===== config.mk =====
export PLATFORM = sky130hd
export DESIGN_NAME = rob_commit
export DESIGN_NICKNAME = d
export VERILOG_FILES = /design/src/rtl/rob_commit.sv
export SDC_FILE = /design/constraint.sdc
export NUM_CORES = 1
export LEC_CHECK = 0
export BUFFER_PORTS_ARGS = -buffer_cell sky130_fd_sc_hd__clkbuf_2
export CAP_MARGIN = 20
export CORE_MARGIN = 2
export CORE_UTILIZATION = 40
export DETAILED_ROUTE_END_ITERATION = 8
export GPL_ROUTABILITY_DRIVEN = 0
export GPL_TIMING_DRIVEN = 0
export PLACE_DENSITY = 0.62
export SKIP_CTS_REPAIR_TIMING = 1
export SYNTH_ARGS = -nofsm -noshare
export SYNTH_HDL_FRONTEND = slang
export SYNTH_SLANG_ARGS = --single-unit

===== constraint.sdc =====
create_clock -name clk_i -period 25 [get_ports clk_i]
set_input_delay 3.75 -clock clk_i [delete_from_list [all_inputs] [get_ports clk_i]]
set_output_delay 3.75 -clock clk_i [all_outputs]
set_load 0.01 [all_outputs]

===== src/rtl/rob_commit.sv =====
// Reorder buffer with in-order commit. Dispatch allocates entries at the tail,
// functional units mark entries done out of order, and the oldest done entry
// retires each cycle as registered free-register / flag-write pulses.
module rob_commit #(
  parameter int unsigned NUM_PHYS_REG = 64,
  parameter int unsigned NUM_FU       = 2,
  parameter int unsigned NUM_FLAGS    = 4,
  parameter int unsigned ROB_DEPTH    = 16,
  parameter int unsigned TAG_W        = $clog2(ROB_DEPTH),
  parameter int unsigned PHYS_W       = $clog2(NUM_PHYS_REG)
) (
  input  logic                        clk_i,
  input  logic                        reset_i,
  input  logic                        flush_i,
  input  logic                        disp_v_i,
  output logic                        disp_ready_o,
  output logic [TAG_W-1:0]            disp_tag_o,
  input  logic                        disp_old_phys_v_i,
  input  logic [PHYS_W-1:0]           disp_old_phys_i,
  input  logic [NUM_FLAGS-1:0]        disp_flag_mask_i,
  input  logic [NUM_FU-1:0]           fu_done_v_i,
  input  logic [NUM_FU*TAG_W-1:0]     fu_done_tag_i,
  input  logic [NUM_FU*NUM_FLAGS-1:0] fu_done_flag_i,
  output logic                        rob_phys_valid_o,
  output logic [PHYS_W-1:0]           rob_phys_reg_cl_o,
  output logic                        rob_flag_valid_o,
  output logic [2*NUM_FLAGS-1:0]      rob_flag_o,
  output logic                        commit_v_o,
  output logic [TAG_W-1:0]            commit_tag_o,
  output logic [TAG_W:0]              rob_count_o
);

  localparam logic [TAG_W:0] DepthCnt = (TAG_W + 1)'(ROB_DEPTH);

  logic [ROB_DEPTH-1:0] valid_q;
  logic [ROB_DEPTH-1:0] done_q;
  logic [ROB_DEPTH-1:0] old_phys_v_q;
  logic [PHYS_W-1:0]    old_phys_q  [ROB_DEPTH];
  logic [NUM_FLAGS-1:0] flag_mask_q [ROB_DEPTH];
  logic [NUM_FLAGS-1:0] flag_val_q  [ROB_DEPTH];

  logic [TAG_W-1:0] head_q, tail_q;
  logic [TAG_W:0]   count_q;

  logic [TAG_W-1:0]     fu_tag  [NUM_FU];
  logic [NUM_FLAGS-1:0] fu_flag [NUM_FU];

  logic disp_accept;
  logic retire;

  // Unpack the flattened per-FU completion buses.
  always_comb begin
    for (int f = 0; f < NUM_FU; f++) begin
      fu_tag[f]  = fu_done_tag_i[f*TAG_W +: TAG_W];
      fu_flag[f] = fu_done_flag_i[f*NUM_FLAGS +: NUM_FLAGS];
    end
  end

  // Readiness depends on registered count only, so a full ROB stays blocked
  // even in a cycle where the head retires.
  assign disp_ready_o = (count_q < DepthCnt);
  assign disp_tag_o   = tail_q;
  assign rob_count_o  = count_q;
  assign disp_accept  = disp_v_i && disp_ready_o && !flush_i;
  assign retire       = valid_q[head_q] && done_q[head_q] && !flush_i;

  // Entry storage: allocate, complete (higher FU index wins), and retire.
  always_ff @(posedge clk_i or posedge reset_i) begin
    if (reset_i) begin
      valid_q      <= '0;
      done_q       <= '0;
      old_phys_v_q <= '0;
      for (int i = 0; i < ROB_DEPTH; i++) begin
        old_phys_q[i]  <= '0;
        flag_mask_q[i] <= '0;
        flag_val_q[i]  <= '0;
      end
    end else if (flush_i) begin
      valid_q <= '0;
      done_q  <= '0;
    end else begin
      if (disp_accept) begin
        valid_q[tail_q]      <= 1'b1;
        done_q[tail_q]       <= 1'b0;
        old_phys_v_q[tail_q] <= disp_old_phys_v_i;
        old_phys_q[tail_q]   <= disp_old_phys_i;
        flag_mask_q[tail_q]  <= disp_flag_mask_i;
        flag_val_q[tail_q]   <= '0;
      end
      // Later iterations override earlier ones for a shared tag.
      for (int f = 0; f < NUM_FU; f++) begin
        if (fu_done_v_i[f] && valid_q[fu_tag[f]]) begin
          done_q[fu_tag[f]]     <= 1'b1;
          flag_val_q[fu_tag[f]] <= fu_flag[f];
        end
      end
      if (retire) begin
        valid_q[head_q] <= 1'b0;
      end
    end
  end

  // Head/tail pointers wrap naturally at ROB_DEPTH; count tracks occupancy.
  always_ff @(posedge clk_i or posedge reset_i) begin
    if (reset_i) begin
      head_q  <= '0;
      tail_q  <= '0;
      count_q <= '0;
    end else if (flush_i) begin
      head_q  <= '0;
      tail_q  <= '0;
      count_q <= '0;
    end else begin
      if (disp_accept) tail_q <= tail_q + 1'b1;
      if (retire)      head_q <= head_q + 1'b1;
      unique case ({disp_accept, retire})
        2'b10:   count_q <= count_q + 1'b1;
        2'b01:   count_q <= count_q - 1'b1;
        default: count_q <= count_q;
      endcase
    end
  end

  // Registered commit outputs: pulses for one cycle, data holds otherwise.
  always_ff @(posedge clk_i or posedge reset_i) begin
    if (reset_i) begin
      commit_v_o        <= 1'b0;
      commit_tag_o      <= '0;
      rob_phys_valid_o  <= 1'b0;
      rob_phys_reg_cl_o <= '0;
      rob_flag_valid_o  <= 1'b0;
      rob_flag_o        <= '0;
    end else if (retire) begin
      commit_v_o        <= 1'b1;
      commit_tag_o      <= head_q;
      rob_phys_valid_o  <= old_phys_v_q[head_q];
      rob_phys_reg_cl_o <= old_phys_q[head_q];
      rob_flag_valid_o  <= |flag_mask_q[head_q];
      rob_flag_o        <= {flag_mask_q[head_q], flag_val_q[head_q] & flag_mask_q[head_q]};
    end else begin
      commit_v_o       <= 1'b0;
      rob_phys_valid_o <= 1'b0;
      rob_flag_valid_o <= 1'b0;
    end
  end

endmodule


==> results.sh, run 1 <==
export IMPL_initial_core_util_pct=40.4
export IMPL_seq_area_um2=7660
export IMPL_async_reset_ff_share_pct=100
export IMPL_synth_xor_area_share_pct=0.552
export IMPL_finalWorstSetupSlack_ns=18.91
export IMPL_rows=71
export IMPL_reg2reg_slack_ns=20.97
export IMPL_port_buffers=54
export IMPL_synth_warnings=0
export IMPL_antenna_found_initial=0
export IMPL_cts_tree="yes"
export IMPL_tightest_slew_ns=1.30
export IMPL_synth_top_cell_area_share_pct=50.4
export IMPL_grt_pass1_vias=11200
export IMPL_power_leakage_nw=7.87
export IMPL_setup_tns_ns=0
export IMPL_crit_type="primary input to flop"
export IMPL_maxSlewHeadroom_pct=13.0
export IMPL_die_h_um=199
export IMPL_grt_use_total_pct=23.7
export IMPL_synthAdderAreaFrac_pct=1.04
export IMPL_cts_clk_slew_worst_paths_ns=0.06
export IMPL_grt_max_degree=122
export IMPL_place_inst=1805
export IMPL_fin_area_um2=17500
export IMPL_placed_cell_area_um2=16200
export IMPL_vias_per_cell=5.94
export IMPL_layout_nets=1377
export IMPL_num_io_pins=64
export IMPL_cts_root_buf="clkbuf_16"
export IMPL_crit_buf_inv=2
export IMPL_cts_path_max_buffers=3
export IMPL_clock_sinks=306
export IMPL_fin_crit_sh_pct=24.4
export IMPL_drt_iter0_drc=1158
export IMPL_startpoint_type="primary input"
export IMPL_synth_nets=1282
export IMPL_p_total_mw=1.21
export IMPL_grt_overflow=0
export IMPL_hold_class="flop to flop"
export IMPL_diodes=0
export IMPL_synthMuxAreaShare_pct=25.0
export IMPL_vias=11100
export IMPL_multi_input_area_um2=7050
export IMPL_clock_latency_ns=0.56
export IMPL_die_w_um=199
export IMPL_setup_viol_count_final=0
export IMPL_place_hpwl_um=31600
export IMPL_holdWs_ns=0.472
export IMPL_route_detailed_drc=0
export IMPL_layout_cells_non_filler=1870
export IMPL_synth_edf_count=0
export IMPL_drv_slew=0
export IMPL_endpoint_kind="flop"
export IMPL_crit_family="buffers and inverters"
export IMPL_cts_made_buffers=36
export IMPL_synthTopCellsByArea="dfrtp_1 (50%), mux2_2 (13%), mux4_2 (11%), nand2_1 (2.7%), a22oi_1 (2.4%)"
export IMPL_outcome="complete, no violations"
export IMPL_p_per_area_nw_per_um2=69.4
export IMPL_fmax_ghz=0.164
export IMPL_wl_per_cell_um=24.4
export IMPL_yosys_area_share_simple_pct=8.54
export IMPL_synthFlopType="dfrtp_1"
export IMPL_drive_gt1_share_pct=29.4
export IMPL_area_growth_pct=15.1
export IMPL_coreArea_um2=37600
export IMPL_path_max_fanout=10
export IMPL_synth_top_cell_by_area="dfrtp_1"
export IMPL_crit_arrival_ns=6.46
export IMPL_post_route_min_period_ns=6.09
export IMPL_critPathMaxStageDelay_ns=0.55
export IMPL_dieArea_um2=39600
export IMPL_critPathSlowestCell="clkbuf_1"
export IMPL_finalHoldViolations=0
export IMPL_worstPathRequired_ns=25.37
export IMPL_path_cells="clkbuf_1 > a21o_1 > clkbuf_1 > nor2_1 > ha_1 > nor2b_1 > o21ai_0 > nand2b_1 > and2_1 > a31oi_1 > a21oi_1"
export IMPL_dp_worst_setup_slack_ns=18.40
export IMPL_grt_pass1_wl_um=69600
export IMPL_syn_avg_cell_area_um2=12.3
export IMPL_path_common_cell="clkbuf_1"
export IMPL_drt_pass1_iterations=5
export IMPL_fill_cells=3374
export IMPL_ys_ff_latch=306
export IMPL_ir_worst_vdd_mv=0.0419
export IMPL_drt_wl_total_um=45600
export IMPL_ys_types=52
export IMPL_synth_cells=1237
export IMPL_htree_num_levels=2
export IMPL_mappedNetlistArea_um2=15200
export IMPL_synth_compound_area_share_pct=11.3
export IMPL_utilization_pct=46.5
export IMPL_rsz0062_at_grt="false"
export IMPL_cap_violations=0
export IMPL_finClkSkew_ns=0.0382
export IMPL_seq_area_frac_synth_pct=50.4
export IMPL_synth_top_family_by_area="multiplexers"
export IMPL_ant_nets=0
-- kinds of logic after synthesis --
| group | Yosys count |
|---|---|
| AOI/OAI and AO/OA | 261 |
| xor gates and xnor gates | 8 |
| adders and majority gates | 12 |
| buffers and inverters | 121 |
| DFF | 306 |
| muxes | 261 |
| and+or+nand+nor | 268 |
-- report_power, final --
group          switching, mW  internal, mW
combinational         0.0555        0.0473
sequential            0.0168         0.526
clock                  0.223         0.345
total                  0.296         0.918
-- registers in the layout, summed over array words and instances (netlist names), 4 cells and up --
signal             count
old_phys_q            96
flag_mask_q           64
flag_val_q            64
done_q                16
old_phys_v_q          16
valid_q               16
rob_flag_o             8
rob_phys_reg_cl_o      6
rob_count_o            5
commit_tag_o           4
disp_tag_o             4
head_q                 4
-- synthesized netlist by cell type (all sizes together), types with 10 or more instances --
cell / instances
dfrtp: 306
mux2: 182
nand2: 111
mux4: 75
clkbuf: 71
a21oi: 66
o21ai: 60
a22oi: 48
nand3: 38
nor2: 38
buf: 34
a21o: 21
nand2b: 19
a211oi: 16
a32oi: 16
and3: 16
o2bb2ai: 16
inv: 15
nand3b: 12
ha: 11
nor2b: 10
-- metal layers --
metal	wire (µm)	track usage (%)	share of wire (%)
met1	19500	33.3	43
met2	20800	36.8	46
met3	3450	3.83	7.6
met4	1810	9.29	4.0
met5	37	0	0.081
-- final cells by class --
cell class	count	share of cell area, %
Sequential cell	306	43.8
Multi-Input combinational cell	810	40.3
Clock buffer	49	5.89
Tap cell	511	3.66
Buffer	105	2.45
Timing Repair Buffer	57	2.02
Clock inverter	16	1.50
Inverter	16	0.401
-- placed cells by master, fill, tap and decap left out, types with 5 or more instances in the layout --
cell       count
a211oi_1      12
a21o_1        21
a21oi_1       66
a22oi_1       48
a32oi_1       16
and3_1        16
buf_1         17
buf_2         13
bufinv_16      5
clkbuf_1      76
clkbuf_16     36
clkbuf_2      54
clkbuf_8       8
clkinv_2       7
dfrtp_1      306
ha_1          11
inv_1         12
mux2_2       177
mux2_4         5
mux4_2        75
nand2_1      111
nand2b_1      19
nand3_1       38
nand3b_1      12
nor2_1        38
nor2b_1       10
o21ai_0       60
o2bb2ai_1     16
-- path summary, 6_finish.rpt --
check                                          start                           to  cells after the start
max                                          flush_i   rob_count_o[4]$_DFFE_PP0P_                     11
min                        rob_flag_o[3]$_DFFE_PP0N_    rob_flag_o[3]$_DFFE_PP0N_                      1
max reg2reg                    head_q[1]$_DFFE_PP0P_   rob_count_o[4]$_DFFE_PP0P_                     14
min reg2reg                rob_flag_o[3]$_DFFE_PP0N_    rob_flag_o[3]$_DFFE_PP0N_                      1
max in group asynchronous                    reset_i  flag_mask_q[28]$_DFFE_PP0P_                      4
min in group asynchronous                    reset_i    rob_flag_o[5]$_DFFE_PP0N_                      2
Note: power is estimated with default switching activity, not from simulation.
==> run 2: changes to the inputs <==
--- a/config.mk
+++ b/config.mk
@@ -5,6 +5,7 @@
 export SDC_FILE = /design/constraint.sdc
 export NUM_CORES = 1
 export LEC_CHECK = 0
+export ABC_AREA = 1
 export BUFFER_PORTS_ARGS = -buffer_cell sky130_fd_sc_hd__clkbuf_2
 export CAP_MARGIN = 20
 export CORE_MARGIN = 2
==> constraint.sdc (replaced) <==
create_clock -name clk_i -period 6.1 [get_ports clk_i]
set_input_delay 0.915 -clock clk_i [delete_from_list [all_inputs] [get_ports clk_i]]
set_output_delay 0.915 -clock clk_i [all_outputs]
set_load 0.01 [all_outputs]
==> run 2 against run 1 <==
Compared with the run above: global-route usage is 7.0 points higher; register-to-register slack worse by 18 ns; total power grew to 4.2 times the previous value; synthesized cell count is 88% higher; clock skew is 0.019 ns lower; design area is 11% higher.
==> results.sh, run 2 <==
export IMPL_reg_largest_list="old_phys_q (96), flag_mask_q (64), flag_val_q (64)"
export IMPL_fin_area_um2=19400
export IMPL_tightest_slew_ns=1.04
export IMPL_synthTopCellsByArea="dfrtp_1 (45%), nand2_1 (14%), o21ai_0 (11%), nand3_1 (9.5%), nor2_1 (3.8%)"
export IMPL_vias=18100
export IMPL_layout_common_cells="nand2_1 (642), o21ai_0 (367), nand3_1 (323)"
export IMPL_dieArea_um2=44300
export IMPL_die_h_um=210
export IMPL_grt_max_degree=41
export IMPL_rows=75
export IMPL_synth_cells=2325
export IMPL_yosysMostFrequentCell="nand2_1"
export IMPL_cts_made_buffers=37
export IMPL_setup_tns_ns=0
export IMPL_htree_num_levels=2
export IMPL_initial_core_util_pct=40.6
export IMPL_port_buffers=58
export IMPL_synth_top_cell_by_area="dfrtp_1"
export IMPL_route_detailed_drc=0
export IMPL_cap_violations=0
export IMPL_multi_input_area_um2=8130
export IMPL_seq_area_frac_synth_pct=44.9
export IMPL_ys_types=44
export IMPL_seq_area_um2=7660
export IMPL_maxSlewHeadroom_pct=30.3
export IMPL_area_growth_pct=13.9
export IMPL_crit_type="flop to flop"
export IMPL_regMostFlops="old_phys_q"
export IMPL_layout_nets=2476
export IMPL_drv_slew=0
export IMPL_mostFrequentLayoutCell="nand2_1"
export IMPL_coreArea_um2=42000
export IMPL_fmax_ghz=0.296
export IMPL_cts_path_max_buffers=3
export IMPL_ant_nets=0
export IMPL_wl_per_cell_um=22.7
export IMPL_ir_worst_vdd_mv=0.176
export IMPL_hold_class="primary input to async pin"
export IMPL_synth_nets=2370
export IMPL_clock_latency_ns=0.58
export IMPL_cts_tree="yes"
export IMPL_p_per_area_nw_per_um2=266
export IMPL_fin_crit_sh_pct=55.4
export IMPL_grt_use_total_pct=30.7
export IMPL_synth_warnings=0
export IMPL_finalHoldViolations=0
export IMPL_post_route_min_period_ns=3.38
export IMPL_antenna_found_initial=1
export IMPL_path_max_fanout=10
export IMPL_outcome="complete, no violations"
export IMPL_crit_arrival_ns=3.80
export IMPL_clock_sinks=306
export IMPL_syn_avg_cell_area_um2=7.33
export IMPL_finClkSkew_ns=0.0189
export IMPL_synthFlopType="dfrtp_1"
export IMPL_endpoint_kind="flop"
export IMPL_grt_pass1_vias=16900
export IMPL_mappedNetlistArea_um2=17100
export IMPL_largest_reg_flops=96
export IMPL_async_reset_ff_share_pct=100
export IMPL_ys_ff_latch=306
export IMPL_drt_pass1_iterations=6
export IMPL_grt_pass1_wl_um=103000
export IMPL_diodes=0
export IMPL_synthTopCellsByCount="nand2_1 (642), o21ai_0 (367), nand3_1 (323)"
export IMPL_r2r_start="head_q[1]$_DFFE_PP0P_"
export IMPL_grt_overflow=0
export IMPL_drt_iter0_drc=2128
export IMPL_place_hpwl_um=49900
export IMPL_power_leakage_nw=9.27
export IMPL_vias_per_cell=6.03
export IMPL_worst_r2r_endpoint="rob_flag_o[2]$_DFFE_PP0N_"
export IMPL_worstPathRequired_ns=6.53
export IMPL_cts_clk_slew_worst_paths_ns=0.06
export IMPL_reg2regPathDepth=8
export IMPL_drive_gt1_share_pct=9.94
export IMPL_startpoint_type="flop"
export IMPL_drt_wl_total_um=67900
export IMPL_die_w_um=210
export IMPL_cts_root_buf="clkbuf_16"
export IMPL_synth_edf_count=0
export IMPL_synth_top_cell_area_share_pct=44.9
export IMPL_reg2reg_slack_ns=2.72
export IMPL_placed_cell_area_um2=18200
export IMPL_rsz0062_at_grt="false"
export IMPL_fill_cells=4262
export IMPL_num_io_pins=64
export IMPL_setup_viol_count_final=0
run 2: changes by cell type after synthesis, sizes merged, moves of 24 or more:
cell,before,now
nand3,38,324
o22ai,2,52
mux2,182,0
inv,15,117
a21oi,66,42
a22oi,48,10
o21ai,60,380
buf,34,83
mux4,75,0
nand4,4,34
nor2,38,188
nand2,111,647
run 2: how the worst max path moves through the flow:
stage	from	end	slack, ns	depth (start not counted)
after floorplan	reset_i	commit_tag_o[0]$_DFFE_PP0N_	1.11	1
after global placement	reset_i	rob_count_o[3]$_DFFE_PP0P_	-0.90	2
after detailed placement	flush_i	valid_q[0]$_DFF_PP0_	2.84	6
after CTS	head_q[2]$_DFFE_PP0P_	rob_count_o[4]$_DFFE_PP0P_	2.88	14
after global routing	head_q[2]$_DFFE_PP0P_	rob_count_o[4]$_DFFE_PP0P_	2.76	15
final	head_q[1]$_DFFE_PP0P_	rob_flag_o[2]$_DFFE_PP0N_	2.72	8
run 2: kinds of logic after synthesis:
kind of cell	count (synthesis)	share of synthesized area [%]
xor gates and xnor gates	2	0.103
adders and majority gates	12	0.925
AOI/OAI and AO/OA	514	16.1
buffers and inverters	294	7.43
and+or+nand+nor	1197	30.6
DFF	306	44.9
run 2: stage by stage:
stage	total power, mW	hold slack (ns)	util, %	setup slack, ns	cells
floorplan	2.69	0.448	-	1.11	2325
global placement	2.89	0.461	42.9	-0.896	2922
detailed placement	2.92	0.468	43.3	2.84	2931
CTS	5.15	0.361	46.2	2.88	2994
global route	5.34	0.380	46.2	2.76	2994
finish	5.16	0.359	46.2	2.72	2994
run 2: layout make-up:
cell class	count	share of cell area, %
clock inverters	11	0.735
flip-flops and latches	306	39.4
well taps	539	3.47
plain buffers	173	4.18
clock buffers	52	5.53
repair buffers	67	2.42
inverters	121	2.36
multi-input cells	1725	41.9
run 2: metal layers:
| layer | vias up | track usage, % | wire length (µm) |
|---|---|---|---|
| li1 | 8015 | - | - |
| met1 | 8732 | 40.7 | 26600 |
| met2 | 1059 | 46.8 | 29800 |
| met3 | 246 | 5.90 | 6790 |
| met4 | 2 | 18.3 | 4590 |
| met5 | - | 0 | 11 |
run 2: worst max-delay path: stages (launching register included):
cell	delay, ns
dfrtp_1	0.53
inv_2	0.32
buf_2	0.32
clkbuf_1	0.81
a21oi_1	0.06
o21ai_0	0.12
a21oi_1	0.11
a211oi_1	0.79
o21ai_1	0.15
run 2: power breakdown:
part	internal, mW	switching (mW)
clock network	1.32	0.939
registers	2.18	0.116
logic	0.195	0.407
total	3.70	1.46
